==> src/rtl/frame_pkg.sv <==
// Shared frame layout constants and loader state encoding.
// Also used by the checksum stage for header length indices.
package frame_pkg;

  typedef enum logic [2:0] {
    IDLE,
    HEADER,
    PAYLOAD,
    DROP,
    HANDOFF,
    WAIT_DONE
  } state_t;

  localparam int HDR_LEN      = 6;
  localparam int LEN_LO_IDX   = 4;
  localparam int LEN_HI_IDX   = 5;
  localparam int CSUM_RESERVE = 2;

  // Largest payload that still leaves room for the checksum write-back.
  function automatic logic [15:0] max_len(input int addr_bits);
    return 16'((1 << addr_bits) - HDR_LEN - CSUM_RESERVE);
  endfunction

endpackage

==> src/rtl/frame_timeout_ctr.sv <==
// Inter-byte idle counter for the frame loader.
// Instantiated only when FRAME_LOADER_TIMEOUT_EN is defined.
module frame_timeout_ctr #(
  parameter int TIMEOUT_CYCLES = 1023
) (
  input  logic clock,
  input  logic reset,
  input  logic run,
  input  logic kick,
  output logic expired
);

  localparam int W = $clog2(TIMEOUT_CYCLES + 1);

  logic [W-1:0] idle;

  assign expired = run & ~kick &
                   (idle == W'(TIMEOUT_CYCLES - 1));

  always_ff @(posedge clock) begin
    if (!reset) begin
      idle <= '0;
    end else if (!run || kick || expired) begin
      idle <= '0;
    end else begin
      idle <= idle + 1'b1;
    end
  end

endmodule

==> src/rtl/frame_loader.sv <==
// Streams one frame into the frame RAM and hands it to the checksum stage.
// Optional inter-byte timeout: define FRAME_LOADER_TIMEOUT_EN.
module frame_loader
  import frame_pkg::*;
#(
  parameter int RAM_WIDTH      = 8,
  parameter int RAM_ADDR_BITS  = 10,
  parameter int TIMEOUT_CYCLES = 1023
) (
  input  logic                     clock,
  input  logic                     reset,
  input  logic [7:0]               in_data,
  input  logic                     in_valid,
  output logic                     in_ready,
  output logic                     write_enable,
  output logic [RAM_ADDR_BITS-1:0] address,
  output logic [RAM_WIDTH-1:0]     mem_input,
  output logic                     mem_ready,
  input  logic                     work_complete,
  output logic [RAM_ADDR_BITS-1:0] last_addr,
  output logic                     frame_error
);

  localparam logic [15:0] MAX_L = max_len(RAM_ADDR_BITS);
  localparam logic [RAM_ADDR_BITS-1:0] LO_IDX =
    RAM_ADDR_BITS'(LEN_LO_IDX);
  localparam logic [RAM_ADDR_BITS-1:0] HI_IDX =
    RAM_ADDR_BITS'(LEN_HI_IDX);
  localparam logic [RAM_ADDR_BITS-1:0] LAST_HDR =
    RAM_ADDR_BITS'(HDR_LEN - 1);

  state_t                   state;
  logic [RAM_ADDR_BITS-1:0] count;
  logic [RAM_ADDR_BITS-1:0] len;
  logic [RAM_ADDR_BITS-1:0] end_addr;
  logic [7:0]               len_lo;
  logic [15:0]              len_in;
  logic [15:0]              drop_cnt;
  logic                     accept;
  logic                     run_idle;
  logic                     timeout_hit;

  assign accept   = in_valid & in_ready;
  assign len_in   = {in_data, len_lo};
  assign end_addr = LAST_HDR + len;
  assign run_idle = (state == HEADER) ||
                    (state == PAYLOAD) ||
                    (state == DROP);

`ifdef FRAME_LOADER_TIMEOUT_EN
  frame_timeout_ctr #(
    .TIMEOUT_CYCLES(TIMEOUT_CYCLES)
  ) u_timeout (
    .clock  (clock),
    .reset  (reset),
    .run    (run_idle),
    .kick   (accept),
    .expired(timeout_hit)
  );
`else
  logic unused_timeout;
  assign unused_timeout = ^{TIMEOUT_CYCLES, run_idle};
  assign timeout_hit    = 1'b0;
`endif

  always_ff @(posedge clock) begin
    if (!reset) begin
      state        <= IDLE;
      in_ready     <= 1'b0;
      write_enable <= 1'b0;
      address      <= '0;
      mem_input    <= '0;
      mem_ready    <= 1'b0;
      last_addr    <= '0;
      frame_error  <= 1'b0;
      count        <= '0;
      len          <= '0;
      len_lo       <= '0;
      drop_cnt     <= '0;
    end else begin
      write_enable <= 1'b0;
      frame_error  <= 1'b0;
      if (accept && state != DROP) begin
        write_enable <= 1'b1;
        address      <= count;
        mem_input    <= RAM_WIDTH'(in_data);
        count        <= count + 1'b1;
      end
      if (timeout_hit) begin
        frame_error <= 1'b1;
        state       <= IDLE;
        count       <= '0;
      end else begin
        unique case (state)
          IDLE: begin
            in_ready <= 1'b1;
            if (accept) state <= HEADER;
          end
          HEADER: if (accept) begin
            if (count == LO_IDX) len_lo <= in_data;
            if (count == HI_IDX) begin
              if (len_in > MAX_L) begin
                state    <= DROP;
                drop_cnt <= len_in;
              end else if (len_in == 16'd0) begin
                state    <= HANDOFF;
                in_ready <= 1'b0;
                len      <= '0;
              end else begin
                state <= PAYLOAD;
                len   <= len_in[RAM_ADDR_BITS-1:0];
              end
            end
          end
          PAYLOAD: if (accept && count == end_addr) begin
            state    <= HANDOFF;
            in_ready <= 1'b0;
          end
          DROP: if (accept) begin
            drop_cnt <= drop_cnt - 16'd1;
            if (drop_cnt == 16'd1) begin
              frame_error <= 1'b1;
              state       <= IDLE;
              count       <= '0;
            end
          end
          HANDOFF: begin
            mem_ready <= 1'b1;
            last_addr <= end_addr;
            state     <= WAIT_DONE;
          end
          WAIT_DONE: if (work_complete) begin
            mem_ready <= 1'b0;
            count     <= '0;
            in_ready  <= 1'b1;
            state     <= IDLE;
          end
          default: state <= IDLE;
        endcase
      end
    end
  end

endmodule

==> config.mk <==
export PLATFORM = sky130hd
export DESIGN_NAME = frame_loader
export DESIGN_NICKNAME = d
export VERILOG_FILES = /design/src/rtl/frame_pkg.sv /design/src/rtl/frame_timeout_ctr.sv /design/src/rtl/frame_loader.sv
export SDC_FILE = /design/constraint.sdc
export NUM_CORES = 1
export LEC_CHECK = 0
export ABC_AREA = 1
export CAP_MARGIN = 40
export CORE_MARGIN = 2
export CORE_UTILIZATION = 35
export CTS_CLUSTER_DIAMETER = 30
export DETAILED_ROUTE_END_ITERATION = 10
export PLACE_DENSITY = 0.67
export SYNTH_ARGS = -nofsm -noshare
export SYNTH_HDL_FRONTEND = slang
export SYNTH_SLANG_ARGS = --single-unit
==> constraint.sdc <==
create_clock -name clock -period 1.7 [get_ports clock]
set_input_delay 0.17 -clock clock [delete_from_list [all_inputs] [get_ports clock]]
set_output_delay 0.17 -clock clock [all_outputs]
set_load 0.005 [all_outputs]
== After elaboration in Yosys (flattened, before gate mapping) ==
Cells that the tools add are included.
Storage, ports and cells
  register bits: 79
  bits in latches: 0
  memory bits (writable): 0
  memory bits (read-only): 0
  input bits: 12
  output and inout bits: 32
  word-level logic and storage cells: 84
  memories: 0
Cells by class
  $add $sub $neg: 3
  multiply operators: 0
  divide/modulo/power cells: 0
  magnitude comparators: 1
  equal/unequal tests: 20
  shifts and indexed selects: 0
  mux-type cells: 32
  bitwise gates (word level): 2
  reduce and logical (&&, ||, !) cells: 14
Operators with widths (number)
  $mux W16: 4
  $mux W10: 5
  $pmux W16 S2: 1
  $mux W3: 9
  $eq A10 B3 Y1 const B: 2
  $pmux W10 S2: 1
  $pmux W3 S6: 1
  $eq A16 B1 Y1 const B: 1
  $gt A16 B10 Y1 const B: 1
  $logic_not A16 Y1: 1
  $sub A16 B1 Y16 const B: 1
  $reduce_and A7 Y1: 2
  $add A10 B1 Y10 const B: 1
  $add A3 B10 Y10 const A: 1
  $eq A10 B10 Y1: 1
  $ne A2 B1 Y1 const B: 5
  $ne A2 B2 Y1 const B: 5
  $mux W1: 9
  $eq A3 B2 Y1 const B: 2
  $eq A3 B3 Y1 const B: 2
  $reduce_and A3 Y1: 2
  $reduce_and A5 Y1: 1
  $pmux W1 S4: 1
  $reduce_and A4 Y1: 1
  other kinds (10): 12

== Depth between registers and ports, before layout ==
  depth in word-level cells: 6
  gate-level depth with buffers: 15
  gate-level depth less buffers: 15

== Worst setup path before layout ==
No wires, ideal clock.
  kind: reg2reg
  from: reg len[0]
  to: reg state[1]
  data arrival time: 1473 ps
  required time: 1585 ps
  slack: 112 ps
  cell stages (with the launch flop): 15
  path buffers: 0
  path through: dfxtp_1 -> ha_1 -> nor2_1 -> nor2_2 -> inv_1 -> nand2_1 -> nand2_1 -> nand2_1 -> nand2_1 -> nor2_1 -> nand3_1 -> nand2_2 -> nand3_1 -> nand2_1 -> nor2_1
On the way
  word-level cells in the longest chain between the ends: 5
Ends and longest elaborated chain
  start, declared: RTL line frame_loader.sv:34  | logic [RAM_ADDR_BITS-1:0] len;
  start signal, assigned: RTL line frame_loader.sv:111  | len <= len_in[RAM_ADDR_BITS-1:0];
  $add A3 B10 Y10: RTL line frame_loader.sv:45  | assign end_addr = LAST_HDR + len;
  $eq A10 B10 Y1: RTL line frame_loader.sv:115  | PAYLOAD: if (accept && count == end_addr) begin
  $logic_and A1 B1 Y1: RTL line frame_loader.sv:115
  $ne A2 B1 Y1 (no line)
  $reduce_and A7 Y1 (no line)
  end signal, assigned: RTL line frame_loader.sv:110  | state <= PAYLOAD;
  end signal, assigned: RTL line frame_loader.sv:116  | state <= HANDOFF;
  end signal, assigned: RTL line frame_loader.sv:123  | state <= IDLE;
  end, declared: RTL line frame_loader.sv:32  | state_t state;
No other way between the ends.
A chain may end at the register's enable or synchronous reset.

== Worst setup path in the final report ==
  from: reg len[1]
  to: reg state[2]
Same word-level chain as after synthesis.

==> results.sh <==
export IMPL_intPower_w=0.00458
export IMPL_drv_slew=0
export IMPL_hpwl_um=8770
export IMPL_cp_data_required_time_ps=1980
export IMPL_yosys_area_top_type="dfxtp_1"
export IMPL_critPathArrivalTime_ps=2010
export IMPL_comb_power_share_pct=40.8
export IMPL_use_met3_pct=4.97
export IMPL_fin_area_um2=5880
export IMPL_drc=0
export IMPL_ys_ff_latch=79
export IMPL_outcome="finished, violations left"
export IMPL_port_buffer_count=43
export IMPL_die_area_um2=12600
export IMPL_grtUsageTotal_pct=19.6
export IMPL_p_clk_share_pct=27.1
export IMPL_syn_to_final_growth_pct=42.7
export IMPL_pwr_share_seq_pct=32.1
export IMPL_fp_dieW_um=112
export IMPL_postRouteAntennaNets=0
export IMPL_synth_async_sr_flop_share_pct=0
export IMPL_finalHoldViolCount=0
export IMPL_leakagePower_nw=2.45
export IMPL_dpl_cell_area_um2=5160
export IMPL_fin_ws_ps=-32.8
export IMPL_critPathCaptureType="flip-flop"
export IMPL_cpMostUsedCell="nand2_2"
export IMPL_vias=4357
export IMPL_avgViaCountPerCell=5.04
export IMPL_initial_core_util_pct=35.9
export IMPL_synth_enable_flop_cells=0
export IMPL_min_period_ps=1730
export IMPL_grt_max_degree=27
export IMPL_top_usage_layer="met2"
export IMPL_grt_first_pass_wirelength_um=20100
export IMPL_antenna_found_initial=0
export IMPL_num_antenna_cells=0
export IMPL_hold_class="flip-flop to flip-flop"
export IMPL_yosysMostFrequentCell="nand2_1"
export IMPL_wl_per_cell_um=14.3
export IMPL_htree_levels=3
export IMPL_grt_overflow_total=0
export IMPL_rows=39
export IMPL_fmax_ghz=0.577
export IMPL_dr_pass1_iters=5
export IMPL_worstSetupPathType="flip-flop to flip-flop"
export IMPL_synth_top_cells_by_area="dfxtp_1 (38%), nand2_1 (10%), nor2_1 (7.7%)"
export IMPL_cp_start_kind="flip-flop"
export IMPL_ios=44
export IMPL_max_slew_margin_pct=67.8
export IMPL_rsz0062_at_grt="yes"
export IMPL_setup_viol=5
export IMPL_tightest_slew_ps=480
export IMPL_cts_buffers=9
export IMPL_clk_latency_ps=340
export IMPL_core_region_area_um2=11500
export IMPL_chipHeight_um=112
export IMPL_postSynthCellCount=598
export IMPL_drive_gt1_share_pct=27.2
export IMPL_clock_path_buffers=2
export IMPL_cp_top_family="simple AND/OR/NAND/NOR gates"
export IMPL_nets=734
export IMPL_hold_buffers=0
export IMPL_crit_buf_inv=0
export IMPL_synth_area_um2=4120
export IMPL_clkSlewWorstSetupHoldPaths_ps=60
export IMPL_cts_root_buf="clkbuf_16"
export IMPL_synth_warnings=0
export IMPL_whs_ps=467
export IMPL_avgSynthCellArea_um2=6.89
export IMPL_power_total_w=0.00716
export IMPL_path_cells="ha_4, nor2_4, nor2_4, nand2_1, nand2_2, nand2_2, nand2_2, nand2_2, nor2_4, nand3_2, nand2_4, nand3_2, a21oi_2"
export IMPL_synth_nets=616
export IMPL_grt_pass1_vias=4282
export IMPL_place_gp_congestion=0.904
export IMPL_cts_tree="built"
export IMPL_timing_final_crit_share_pct=102
export IMPL_yosysTopAreaCellShare_pct=38.4
export IMPL_cap_viol_max_count=0
export IMPL_failed_checks="negative setup slack"
export IMPL_yosys_top_cells_count="nand2_1 (112), nor2_1 (85), dfxtp_1 (79), inv_1 (65), o21ai_0 (50)"
export IMPL_drt_initial_drc_count=223
export IMPL_synth_cell_types=39
export IMPL_p_sw_w=0.00258
export IMPL_grt_use_met1_pct=24.0
export IMPL_clock_sinks=79
export IMPL_ir_drop_v=0.000854
export IMPL_finClkSkew_ps=7.22
export IMPL_synth_flop_cell="dfxtp_1"
export IMPL_worstPathMaxFanout=6
export IMPL_worst_path_max_delay_cell="dfxtp_2"
export IMPL_power_density_nw_per_um2=1220
export IMPL_swShare_pct=36.0
export IMPL_use_met2_pct=33.6
export IMPL_slowest_delay_ps=350
export IMPL_drt_total_wl_um=12400
export IMPL_seq_area_frac_synth_pct=38.4
export IMPL_dp_slack_ps=-200
[final timing paths]
path / from / end / slack (ps) / cells past startpoint
worst min register to register: drop_cnt[15] / drop_cnt[15] / 470 / 2
worst min-delay path: drop_cnt[15] / drop_cnt[15] / 470 / 2
worst max-delay path: len[1] / state[2] / -30 / 13
worst max register to register: len[1] / state[2] / -30 / 13
[layer usage]
| layer | vias up | wire length [um] | share of wire [%] |
|---|---|---|---|
| met5 | - | 0 | 0 |
| met4 | 0 | 237 | 1.9 |
| met3 | 24 | 671 | 5.4 |
| met2 | 116 | 6130 | 50 |
| met1 | 2016 | 5330 | 43 |
| li1 | 2201 | - | - |
[cell families (layout without fill, tap and decap cells)]
kind of cell | after synthesis | in the layout | share of synthesized area (%)
compound gates | 117 | 117 | 16.7
xor+xnor | 10 | 10 | 2.13
fa+ha+maj | 6 | 6 | 1.82
buf+inv | 96 | 218 | 9.51
flops | 79 | 79 | 38.4
simple gates | 290 | 291 | 31.4
[layout make-up]
type / count / area [um^2]
Fill cell: 1104 / 5590
Multi-Input combinational cell: 424 / 2400
Sequential cell: 79 / 1590
Timing Repair Buffer: 128 / 1130
Inverter: 74 / 280
Clock buffer: 12 / 246
Tap cell: 143 / 179
Clock inverter: 4 / 45.0
[layout by cell type (no fill, tap or decap), types with 15 or more instances in the layout]
| cell | count |
|---|---|
| nor2_1 | 74 |
| a21oi_1 | 28 |
| dfxtp_1 | 71 |
| nand2_2 | 18 |
| o21ai_0 | 46 |
| inv_2 | 15 |
| inv_1 | 56 |
| nand2_1 | 96 |
| a211oi_1 | 17 |
| clkdlybuf4s50_1 | 43 |
| buf_4 | 72 |
| nand3_1 | 39 |
[tightest hold or removal path, cell delays in order (launching register included)]
cell     delay (ps)
dfxtp_1         310
nand2_1          60
a21oi_1          50
[power by group through the flow]
stage / Sequential [W] / Clock [W] / Combinational (W)
global placement: 0.00231 / 0 / 0.00240
finish: 0.00230 / 0.00194 / 0.00292
global route: 0.00233 / 0.00206 / 0.00324
detailed placement: 0.00232 / 0 / 0.00247
CTS: 0.00229 / 0.00198 / 0.00252
floorplan: 0.00230 / 0 / 0.00156
[registers in the layout, indices dropped and copies added (netlist names)]
signal,cells
address,10
count,10
drop_cnt,16
frame_error,1
in_ready,1
last_addr,10
len,10
len_lo,8
mem_input,8
mem_ready,1
state,3
write_enable,1
[repair_timing]
action / 4_1_cts / 5_1_grt
gates cloned: 1 / 3
endpoints found under the setup margin: 11 / 47
buffers inserted: 6 / 9
resized for setup: 27 / 67
pin swaps: 11 / 22
[stage by stage]
step / TNS (ps) / util [%] / instances
after floorplan: 0 / - / 598
after global placement: -4920 / 45.0 / 829
after detailed placement: -5660 / 45.0 / 829
after CTS: 0 / 48.7 / 852
after global routing: -1500 / 51.2 / 864
final: -84.9 / 51.2 / 864
No activity file was read; power rests on OpenSTA's default activity.
